[src/rtl/reg_file_pkg.sv]
// Shared types and helpers for the multi-port register file.
// Count direction encoding and address-width helper.
package reg_file_pkg;

    typedef enum logic {
        CNT_DEC = 1'b0,
        CNT_INC = 1'b1
    } cnt_dir_e;

    function automatic int addr_w(input int n);
        return (n <= 2) ? 1 : $clog2(n);
    endfunction

endpackage

[src/rtl/reg_file_nport_cell.sv]
// One register of the file: clear > load > count.
// Flags a wrap when the count steps across the all-ones/zero seam.
module reg_cell
    import reg_file_pkg::*;
#(
    parameter int               WIDTH     = 8,
    parameter logic [WIDTH-1:0] RESET_VAL = '0
) (
    input  logic             clk,
    input  logic             rst_n,
    input  logic             clr,
    input  logic             ld,
    input  logic [WIDTH-1:0] ld_data,
    input  logic             cnt,
    input  cnt_dir_e         dir,
    output logic [WIDTH-1:0] q,
    output logic             wrapped
);

    localparam logic [WIDTH-1:0] ONE = {{(WIDTH-1){1'b0}}, 1'b1};

    logic [WIDTH-1:0] q_q;
    logic [WIDTH-1:0] q_d;

    always_comb begin
        q_d = q_q;
        if (clr) begin
            q_d = RESET_VAL;
        end else if (ld) begin
            q_d = ld_data;
        end else if (cnt) begin
            q_d = (dir == CNT_INC) ? q_q + ONE : q_q - ONE;
        end
    end

    always_ff @(posedge clk or negedge rst_n) begin
        if (!rst_n) begin
            q_q <= RESET_VAL;
        end else begin
            q_q <= q_d;
        end
    end

    assign q       = q_q;
    assign wrapped = cnt & ~ld & ~clr &
                     ((dir == CNT_INC) ? (&q_q) : ~(|q_q));

endmodule

[src/rtl/reg_file_nport.sv]
// Register file: one write port, two read ports, one inc/dec port.
// Registered Z/N flags of the last update and a one-cycle wrap pulse.
module reg_file_nport
    import reg_file_pkg::*;
#(
    parameter int               WIDTH    = 8,
    parameter int               NUM_REGS = 4,
    parameter int               SP_IDX   = 3,
    parameter logic [WIDTH-1:0] SP_RESET = 8'hFF,
    parameter bit               BYPASS   = 1'b1,
    localparam int              AW       = addr_w(NUM_REGS)
) (
    input  logic             clk,
    input  logic             rst_n,
    input  logic             clr,
    input  logic             wr_en,
    input  logic [AW-1:0]    wr_addr,
    input  logic [WIDTH-1:0] wr_data,
    input  logic             cnt_en,
    input  logic [AW-1:0]    cnt_addr,
    input  cnt_dir_e         cnt_dir,
    input  logic [AW-1:0]    rd_a_addr,
    output logic [WIDTH-1:0] rd_a_data,
    input  logic [AW-1:0]    rd_b_addr,
    output logic [WIDTH-1:0] rd_b_data,
    output logic             z_flag,
    output logic             n_flag,
    output logic             wrap
);

    localparam int               NTAB = 1 << AW;
    localparam logic [AW:0]      NR   = (AW+1)'(NUM_REGS);
    localparam logic [WIDTH-1:0] ONE  = {{(WIDTH-1){1'b0}}, 1'b1};

    logic             wr_ok;
    logic             cnt_ok;
    logic [WIDTH-1:0] tab    [NTAB];
    logic [NTAB-1:0]  wrap_v;
    logic [WIDTH-1:0] cnt_cur;
    logic [WIDTH-1:0] cnt_nxt;

    logic z_q, z_d;
    logic n_q, n_d;
    logic wrap_q, wrap_d;

    // A same-index write swallows the count entirely.
    assign wr_ok  = wr_en & ({1'b0, wr_addr} < NR);
    assign cnt_ok = cnt_en & ({1'b0, cnt_addr} < NR) &
                    ~(wr_ok & (wr_addr == cnt_addr));

    for (genvar g = 0; g < NTAB; g++) begin : g_reg
        if (g < NUM_REGS) begin : g_cell
            reg_cell #(
                .WIDTH    (WIDTH),
                .RESET_VAL((g == SP_IDX) ? SP_RESET : '0)
            ) u_cell (
                .clk    (clk),
                .rst_n  (rst_n),
                .clr    (clr),
                .ld     (wr_ok & (wr_addr == AW'(g))),
                .ld_data(wr_data),
                .cnt    (cnt_ok & (cnt_addr == AW'(g))),
                .dir    (cnt_dir),
                .q      (tab[g]),
                .wrapped(wrap_v[g])
            );
        end else begin : g_pad
            assign tab[g]    = '0;
            assign wrap_v[g] = 1'b0;
        end
    end

    assign cnt_cur = tab[cnt_addr];
    assign cnt_nxt = (cnt_dir == CNT_INC) ? cnt_cur + ONE : cnt_cur - ONE;

    always_comb begin
        rd_a_data = tab[rd_a_addr];
        rd_b_data = tab[rd_b_addr];
        if (BYPASS && wr_ok && !clr) begin
            if (rd_a_addr == wr_addr) rd_a_data = wr_data;
            if (rd_b_addr == wr_addr) rd_b_data = wr_data;
        end
    end

    always_comb begin
        z_d    = z_q;
        n_d    = n_q;
        wrap_d = 1'b0;
        if (clr) begin
            z_d = 1'b0;
            n_d = 1'b0;
        end else begin
            wrap_d = |wrap_v;
            if (wr_ok) begin
                z_d = ~(|wr_data);
                n_d = wr_data[WIDTH-1];
            end else if (cnt_ok) begin
                z_d = ~(|cnt_nxt);
                n_d = cnt_nxt[WIDTH-1];
            end
        end
    end

    always_ff @(posedge clk or negedge rst_n) begin
        if (!rst_n) begin
            z_q    <= 1'b0;
            n_q    <= 1'b0;
            wrap_q <= 1'b0;
        end else begin
            z_q    <= z_d;
            n_q    <= n_d;
            wrap_q <= wrap_d;
        end
    end

    assign z_flag = z_q;
    assign n_flag = n_q;
    assign wrap   = wrap_q;

endmodule

[config.mk]
export PLATFORM = sky130hd
export DESIGN_NAME = reg_file_nport
export DESIGN_NICKNAME = d
export VERILOG_FILES = /design/src/rtl/reg_file_pkg.sv /design/src/rtl/reg_file_nport_cell.sv /design/src/rtl/reg_file_nport.sv
export SDC_FILE = /design/constraint.sdc
export NUM_CORES = 1
export LEC_CHECK = 0
export ABC_CLOCK_PERIOD_IN_PS = 3700
export CAP_MARGIN = 20
export CORE_MARGIN = 4
export CORE_UTILIZATION = 30
export CTS_CLUSTER_DIAMETER = 40
export CTS_CLUSTER_SIZE = 24
export DETAILED_ROUTE_END_ITERATION = 12
export PLACE_DENSITY = 0.55
export SETUP_SLACK_MARGIN = 0.02
export SYNTH_ARGS = -nofsm -noshare
export SYNTH_HDL_FRONTEND = slang
export SYNTH_SLANG_ARGS = --single-unit
[constraint.sdc]
create_clock -name clk -period 3.7 [get_ports clk]
set_clock_uncertainty 0.15 [all_clocks]
set_input_delay 0.555 -clock clk [delete_from_list [all_inputs] [get_ports clk]]
set_output_delay 0.555 -clock clk [all_outputs]
set_load 0.02 [all_outputs]
==> results of run 1 <==
## worst max-delay path: stages
cell and delay [ps]:
clkdlybuf4s50_1 480, buf_4 230, xnor2_1 150, nand3_1 360
mux2_2 390, clkdlybuf4s50_1 620
## routing by layer
metal / track usage / part of all wire / vias up
li1: - / - / 1828
met1: 0.2493 / 0.46 / 1914
met3: 0.02752 / 0.065 / 24
met4: 0.03155 / 0.015 / 0
met5: 0 / 0 / -
met2: 0.2845 / 0.46 / 150
## Yosys cell counts (all sizes together), types with 3 or more instances
master / count / area (µm²)
nand4: 5 / 31.28
buf: 10 / 57.55
xor2: 7 / 61.31
or3: 4 / 25.02
inv: 19 / 71.32
nand3: 16 / 80.08
o211ai: 3 / 22.52
nor2: 45 / 168.9
a211o: 3 / 26.28
nor4: 8 / 50.05
clkbuf: 18 / 67.56
nor3: 14 / 70.07
mux4: 24 / 540.5
nand2b: 3 / 18.77
a21oi: 22 / 110.1
mux2i: 18 / 180.2
dfstp: 8 / 210.2
nor2b: 9 / 56.30
o41ai: 4 / 53.81
a21o: 4 / 30.03
mux2: 16 / 180.2
nand3b: 5 / 37.54
nand2: 32 / 120.1
ha: 31 / 387.9
o21ai: 17 / 85.08
xnor2: 28 / 245.2
a31oi: 8 / 50.05
and3: 4 / 30.03
a211oi: 23 / 177.7
fa: 4 / 80.08
dfrtp: 27 / 675.7
## worst paths after layout
check | startpoint | cells after the start | endpoint | slack [ps]
worst max register to register | g_reg[2].g_cell.u_cell.q[4]$_DFFE_PN0P_ | 8 | n_flag$_DFFE_PN0P_ | 990
worst min register to register | z_flag$_DFFE_PN0P_ | 2 | z_flag$_DFFE_PN0P_ | 450
worst min-delay path | rst_n | 1 | g_reg[1].g_cell.u_cell.q[7]$_DFFE_PN0P_ | 250
max in group asynchronous | rst_n | 1 | g_reg[2].g_cell.u_cell.q[5]$_DFFE_PN0P_ | 2600
worst max-delay path | rd_b_addr[0] | 6 | rd_b_data[0] | 200
min in group clk | z_flag$_DFFE_PN0P_ | 2 | z_flag$_DFFE_PN0P_ | 450
## cells by family (layout without fill, tap and decap cells)
family,after synthesis,count (layout)
fa+ha+maj,35,35
flops,35,35
buf+inv,47,92
xor+xnor,35,35
mux,58,58
simple gates,150,150
compound gates,101,101
## area by class of cell
cell class,count,area (µm²),area share
clock inverters,1,5.005,0.0009990
multi-input cells,379,3099,0.6186
well taps,176,220.2,0.04396
repair buffers,65,595.6,0.1189
flip-flops and latches,35,885.9,0.1768
inverters,19,71.32,0.01424
clock buffers,7,132.6,0.02647
## state kept, by name (all words and copies together), names as in the netlist
signal and cells:
wrap 1, g.g_cell.u_cell.q 32, z_flag 1, n_flag 1
## through the flow
stage,instances,utilization
6_report,682,0.3724
4_1_cts,682,0.3724
2_1_floorplan,461,-
3_5_place_dp,674,0.3622
5_1_grt,682,0.3724
3_3_place_gp,674,0.3622
## report_power, final
group / internal [W] / switching, W / leakage, nW
registers: 0.000417 / 0.0000688 / 0.447
logic: 0.000331 / 0.000346 / 1.50
clock network: 0.000249 / 0.000161 / 0.0679
total: 0.000996 / 0.000575 / 2.02
==> impl_summary.md, run 1 <==
STA
The sum of negative setup slack is 0 ps. Across all setup checks in the final design, the least slack found is 204.1 ps. Setup repair after global routing left no endpoint under its margin. Based on the critical path, the design can be clocked at up to 286.1 MHz. The count of final max-slew check failures is 0. In the finished design, the share of the clock period the worst path needs comes to 0.9448.

Hold is met by 250.6 ps. For the pin with the worst max-slew slack, the measured transition is approximately 880 ps. The worst relative slew slack is 0.4142. The number of setup violations in the final report is 0.

The routed design could run at a clock period as short as about 3500 ps. The total count of hold-check failures in the final report came to 0.

Pwr
The total design power is between 0.0015 and 0.002 W. The leakage component of the power is 2.020 nW. VDD sags by at most 165.4 µV. The power per unit of standard cell area is 313.7 mW/mm².

Drt
The detail-routed via count per cell is roughly 5.7. The post-detailed-routing wire length is 13.77 mm. The first routing iteration left 374 violations.

The pre-antenna-repair detailed-routing pass consisted of 5 iterations. The residual DRC count is 0. Dividing the detail-routed wire length by the instance count gives 20.19 µm. The final antenna-violating net count is 0. The detailed-route via count is just under 4000.

Floorplanning
The top-level port count is 41. For this configuration, the core starts out at a cell density of 0.3108. The standard-cell row count is 42. The total die area is 0.01589 mm². The x dimension of the die is 126.1 µm.

The vertical die dimension is 126.1 µm. The core area is 0.01345 mm².

Status
The flow ran to the end, and the final reports show no timing, DRC or antenna violations.

GRT
The first global-routing pass estimated 22.35 mm of wire. The number of global-route vias before repair came to 3870. Across every metal layer, demand over resource in global routing totals 0.1751. The number of antenna violations at the first check in global routing is 0. The residual overflow from global routing is 0. The maximum number of pins on one net before global-route repair is 38.

Cells and area
Of the cells placed in the final design, the portion with a size suffix greater than 1 is 0.1660. Leaving out fill and tap cells, the most frequent cell in the layout is nor2_1. The number of nets in the layout is 562. The summed area of non-filler cells in the final layout is about 0.0050 mm².

From synthesis to final layout, the design area changed by 19.81%. The top cell types in the final layout, fill and taps aside, are nor2_1, clkdlybuf4s50_1, nand2_1, ha_1, xnor2_1. 0 antenna diodes ended up in the layout. The number of inserted filler cells in the final layout is 1430.

Clock network
TritonCTS built the clock tree. The number of gates resized after cts is 0. Hold repair after CTS inserted 0 buffers. Buffers inserted during clock tree synthesis total 5. The setup fix buffers added after clock tree synthesis is 0. Counting along the longest clock path gives a buffer depth of 2. Clock tree synthesis selected as its root buffer the cell clkbuf_16. The clock transition at the registers of the reported paths is ~60 ps.

In this run the number of H-tree levels came out at 2. The sink count of the clock tree is 35. The clock insertion delay at the later pin of the skew report is between 200 and 300 ps.

Setup path
The startpoint type of the worst setup path is an input port. The start-to-end type of the worst setup path is input port to output pin. The critical path data arrival time is 2790 ps. Along the worst path, the maximum fanout reaches 9. The data required time at the worst endpoint is 2990 ps. The worst setup path is captured at an output pin.

Yosys
The mapped netlist covers 0.004182 mm². The number of warnings issued by yosys is 0. After synthesis, the largest family of logic cells by area is multiplexers. The area fraction in and, or, nand and nor cells after synthesis is 0.1741. Counting flops with a built-in enable in the synthesized netlist gives 0.

The share of the synthesized area in compound gates (AO/OA/AOI/OAI) is 0.1664. The share of synthesized area occupied by flip-flops and latches is 0.2118. Of the total synthesized cell area, the portion taken by full adders, half adders and majority gates is 0.1119. Measured against the total synthesized area, the mux share comes to 0.2154. Counting flops with an async set or reset pin after synthesis yields a share of 1.000. The fraction of synthesized cell area in xor and xnor cells is 0.07331. The synthesized netlist net count is approximately 520.

The synthesized area per cell is 9.071 µm². The number of synthesized register bits is 35. The most used flip-flop cell after synthesis is dfrtp_1. The synthesized netlist contains 55 unique library cells. Synthesis produced a netlist whose cell count is 461.

Placement
The worst-case setup slack after placement is 228.1 ps. The instance area after placement is 0.004872 mm². The quantity of I/O buffers inserted on ports is 40.

The global placement routability congestion is 0.9329. Detailed placement ended at an HPWL of 10.64 mm.

Worst hold path
The worst min-delay path class is input port to async pin.

Run
Across the run, the number of max-cap violations was 0.
Note: power is estimated with default switching activity, not from simulation.
==> run 2, diff against run 1 <==
--- a/config.mk
+++ b/config.mk
@@ -7,6 +7,7 @@
 export LEC_CHECK = 0
 export ABC_CLOCK_PERIOD_IN_PS = 3700
 export CAP_MARGIN = 20
+export CORE_ASPECT_RATIO = 0.75
 export CORE_MARGIN = 4
 export CORE_UTILIZATION = 30
 export CTS_CLUSTER_DIAMETER = 40
@@ -16,4 +17,5 @@
 export SETUP_SLACK_MARGIN = 0.02
 export SYNTH_ARGS = -nofsm -noshare
 export SYNTH_HDL_FRONTEND = slang
+export SYNTH_HIERARCHICAL = 1
 export SYNTH_SLANG_ARGS = --single-unit
==> impl_summary.md, run 2 <==
Clock network
The clock insertion delay at the later pin of the skew report is 280 ps (about the same). The total CTS buffers is 5 (unchanged). The cell chosen for the clock root is clkbuf_16 (unchanged). The TritonCTS clock tree is done (unchanged). The CTS H-tree depth came to 2 (unchanged).

The number of hold buffers added after CTS is 0 (unchanged). The maximum clock path buffer count is 2 (unchanged). The number of gates resized after cts is 0 (unchanged).

The sink count of the clock tree came to 35 (unchanged). The clock transition at the registers of the reported paths is 60 ps (about the same). The setup fix buffers added after clock tree synthesis is 0 (unchanged).

Pwr
The total design power is 0.001618 W (was 0.001572 W). The leakage component of the power is 2.148 nW (was 2.020 nW). The worst supply voltage drop on vdd was 164.2 µV (was 165.4 µV). The power per unit of standard cell area is 302.8 mW/mm² (was 313.7 mW/mm²).

Yosys
Cell types with the largest area share after synthesis: dfrtp_1, mux4_2, ha_1 (unchanged). The synthesized area per cell is 9.346 µm² (was 9.071 µm²). Most frequent cells after synthesis: a21oi_1, nor2_1, ha_1, dfrtp_1, nand2_1 (was nor2_1, nand2_1, ha_1, xnor2_1, dfrtp_1). The netlist area before placement was 0.004477 mm² (was 0.004182 mm²). The gate count of the mapped netlist is 479 (was 461). The synthesized netlist net count was 536 (was 518). The share of async-settable or async-resettable flops after synthesis is 1.000 (unchanged). The dominant synthesized flop cell is dfrtp_1 (unchanged). The count of flip-flops with a built-in enable after synthesis is 0 (unchanged). The number of distinct standard cells referenced by the synthesized netlist is 69 (was 55). The cell with the most instances after synthesis is a21oi_1 (was nor2_1). The share of synthesized area occupied by flip-flops and latches is 0.1979 (was 0.2118). The library cell occupying the most area in the post-synthesis netlist is dfrtp_1 (unchanged).

The number of warnings issued by yosys is 6 (was 0). The area share of the largest cell type after synthesis came to 0.1509 (was 0.1616). The number of synthesized register bits is 35 (unchanged).

Drt
The detailed-route wire length per cell is 20.34 µm (was 20.19 µm). The detail-routed via count per cell is 5.922 (was 5.742). The total iterations of the first detailed-routing run is 5 (unchanged). The post-detailed-routing wire length was 14.85 mm (was 13.77 mm). The final antenna-violating net count is 0 (unchanged). The detailed-route via count came to 4323 (was 3916).

The residual DRC count is 0 (unchanged). The number of violations reported at the end of detailed-routing iteration 0 is 348 (was 374).

Cells and area
The non-filler instance count after layout is 730 (was 682). The most common cell after layout, fill and taps aside is a21oi_1 (was nor2_1). The area of the multi-input gates is 0.003377 mm² (was 0.003099 mm²). The flip-flop count of the largest register after layout is 32 (unchanged). The area added between synthesis and finish is 19.31% (was 19.81%). The number of nets in the layout is 586 (was 562). The layout cell share with drive strength beyond 1 is 0.1925 (was 0.1660). The combined flip-flop and latch cell area is 885.9 µm² (unchanged).

Most frequent cells in the layout: a21oi_1, nor2_1, clkdlybuf4s50_1, ha_1, dfrtp_1 (was nor2_1, clkdlybuf4s50_1, nand2_1, ha_1, xnor2_1). The number of antenna diodes came to 0 (unchanged). The number of inserted filler cells in the final layout is 1486 (was 1430).

Setup path
The slowest cell on the critical path is clkdlybuf4s50_1 (unchanged). The start-to-end type of the worst setup path is input port to output pin (unchanged). The buffer and inverter count on the worst path came to 3 (unchanged). The worst reg-to-reg setup slack was 710 ps (was 990 ps). The delay contributed by the slowest stage of the critical path is 610 ps (was 620 ps).

The data required time at the worst endpoint is 2990 ps (about the same). The family with the most delay on the worst path is buffers and inverters (unchanged). The startpoint type of the worst setup path is an input port (unchanged). The cell with the most instances on the worst path is clkdlybuf4s50_1 (unchanged). The critical path data arrival time is 2740 ps (was 2790 ps). The critical path capture point type is an output pin (unchanged).

Cells traversed along the worst timing path: clkdlybuf4s50_1, buf_4, xnor2_1, nand3_1, mux2_2, clkdlybuf4s50_1 (unchanged). The largest fanout on the critical path is 9 (unchanged).

STA
The maximum operating frequency is 290.7 MHz (was 286.1 MHz). The transition time at the pin with the least slew margin is 886.8 ps (was 878.6 ps). Setup repair after global routing missed its margin: false (unchanged). The worst relative slew slack was 0.4088 (was 0.4142). The final critical-path share of the clock period is 0.9299 (was 0.9448). The number of setup violations in the final report is 0 (unchanged). The sum of negative setup slack is 0 ps (unchanged). The setup slack after layout is 259.5 ps (was 204.1 ps).

The count of final max-slew check failures was 0 (unchanged). The total count of hold-check failures in the final report is 0 (unchanged). The minimum clock period after layout was 3441 ps (was 3496 ps).

GRT
The number of global-route vias before repair is 4113 (was 3870). The residual overflow from global routing is 0 (unchanged). The overall routing resource usage came to 0.1776 (was 0.1751). The global-route wire length before repair is 23.78 mm (was 22.35 mm). The number of antenna violations at the first check in global routing was 0 (unchanged). The maximum number of pins on one net before global-route repair is 36 (was 38).

Placement
The quantity of I/O buffers inserted on ports is 40 (unchanged). The HPWL after detailed placement is 11.40 mm (was 10.64 mm). The worst-case setup slack after placement is 98.70 ps (was 228.1 ps). The global placement routability congestion was 0.8870 (was 0.9329). The cell total after placement is 722 (was 674).

Floorplanning
The top-level port count is 41 (unchanged). The standard-cell row count is 38 (was 42). The total die area was 0.01696 mm² (was 0.01589 mm²). The effective utilization at floorplan is 0.3077 (was 0.3108). The core area is 0.01455 mm² (was 0.01345 mm²).

The vertical die dimension came to 113.8 µm (was 126.1 µm). The x dimension of the die is 149.1 µm (was 126.1 µm).

Status
Status: finished clean (unchanged).

Worst hold path
The worst min-delay path class is input port to async pin (unchanged).

Run
The number of max-cap violations was 0 (unchanged).
run 2: cell types whose count changed after synthesis, sizes merged, moves of 7 or more:
cell,previous run,this run
a2111o,0,9
a211oi,23,14
a21oi,22,44
a22oi,0,15
a31oi,8,1
clkbuf,18,10
mux2i,18,9
nor2b,9,2
nor3,14,5
nor3b,0,12
o21ai,17,6
xnor2,28,20
run 2: logic make-up after synthesis:
logic type,synth area share
adders and majority gates,0.1045
xor gates and xnor gates,0.04668
and+or+nand+nor,0.2060
buffers and inverters,0.05003
muxes,0.1845
DFF,0.1979
AOI/OAI and AO/OA,0.2105
run 2: worst register-to-register path, delay by kind of cell (launching register included):
kind	cells	cell delay, ps
flip-flops	1	520
multiplexers	1	540
AND/OR/NAND/NOR	1	380
XOR/XNOR	1	130
AO/OA/AOI/OAI	4	850
adder cells (fa/ha/maj)	1	350
run 2: cell type report:
| class | instances | share of cell area |
|---|---|---|
| multi-input cells | 405 | 0.6322 |
| clock buffers | 8 | 0.02928 |
| repair buffers | 65 | 0.1138 |
| inverters | 17 | 0.01195 |
| flip-flops and latches | 35 | 0.1658 |
| well taps | 200 | 0.04685 |
run 2: worst paths after layout:
kind / start / to / cells past startpoint
min: rst_n / g_reg[2].g_cell.u_cell/q[4]$_DFFE_PN0P_ / 1
min reg2reg: n_flag$_DFFE_PN0P_ / n_flag$_DFFE_PN0P_ / 2
max: rd_a_addr[0] / rd_a_data[0] / 6
min in group clk: n_flag$_DFFE_PN0P_ / n_flag$_DFFE_PN0P_ / 2
max in group asynchronous: rst_n / g_reg[0].g_cell.u_cell/q[0]$_DFFE_PN0P_ / 1
max reg2reg: g_reg[2].g_cell.u_cell/q[2]$_DFFE_PN0P_ / z_flag$_DFFE_PN0P_ / 8
run 2: layer usage:
metal  vias up  share of wire  track usage
met5         -              0            0
met1      2160           0.47       0.2662
met3        17          0.074      0.03535
li1       1978              -            -
met4         0          0.012      0.03537
met2       168           0.44       0.2663
run 2: metrics by stage:
| step | cell area, µm² | utilization | hold slack [ps] |
|---|---|---|---|
| 6_report | 5341 | 0.3671 | 241.7 |
| 5_1_grt | 5341 | 0.3671 | 309.3 |
| 4_1_cts | 5341 | 0.3671 | 278.2 |
| 3_5_place_dp | 5185 | 0.3564 | 395.5 |
| 3_3_place_gp | 5185 | 0.3564 | 381.4 |
| 2_1_floorplan | 4477 | - | 109.4 |
run 2: power by group:
| part | switching (W) | internal (W) |
|---|---|---|
| sequential | 0.0000693 | 0.000414 |
| clock | 0.000173 | 0.000287 |
| combinational | 0.000345 | 0.000328 |
| total | 0.000588 | 0.00103 |
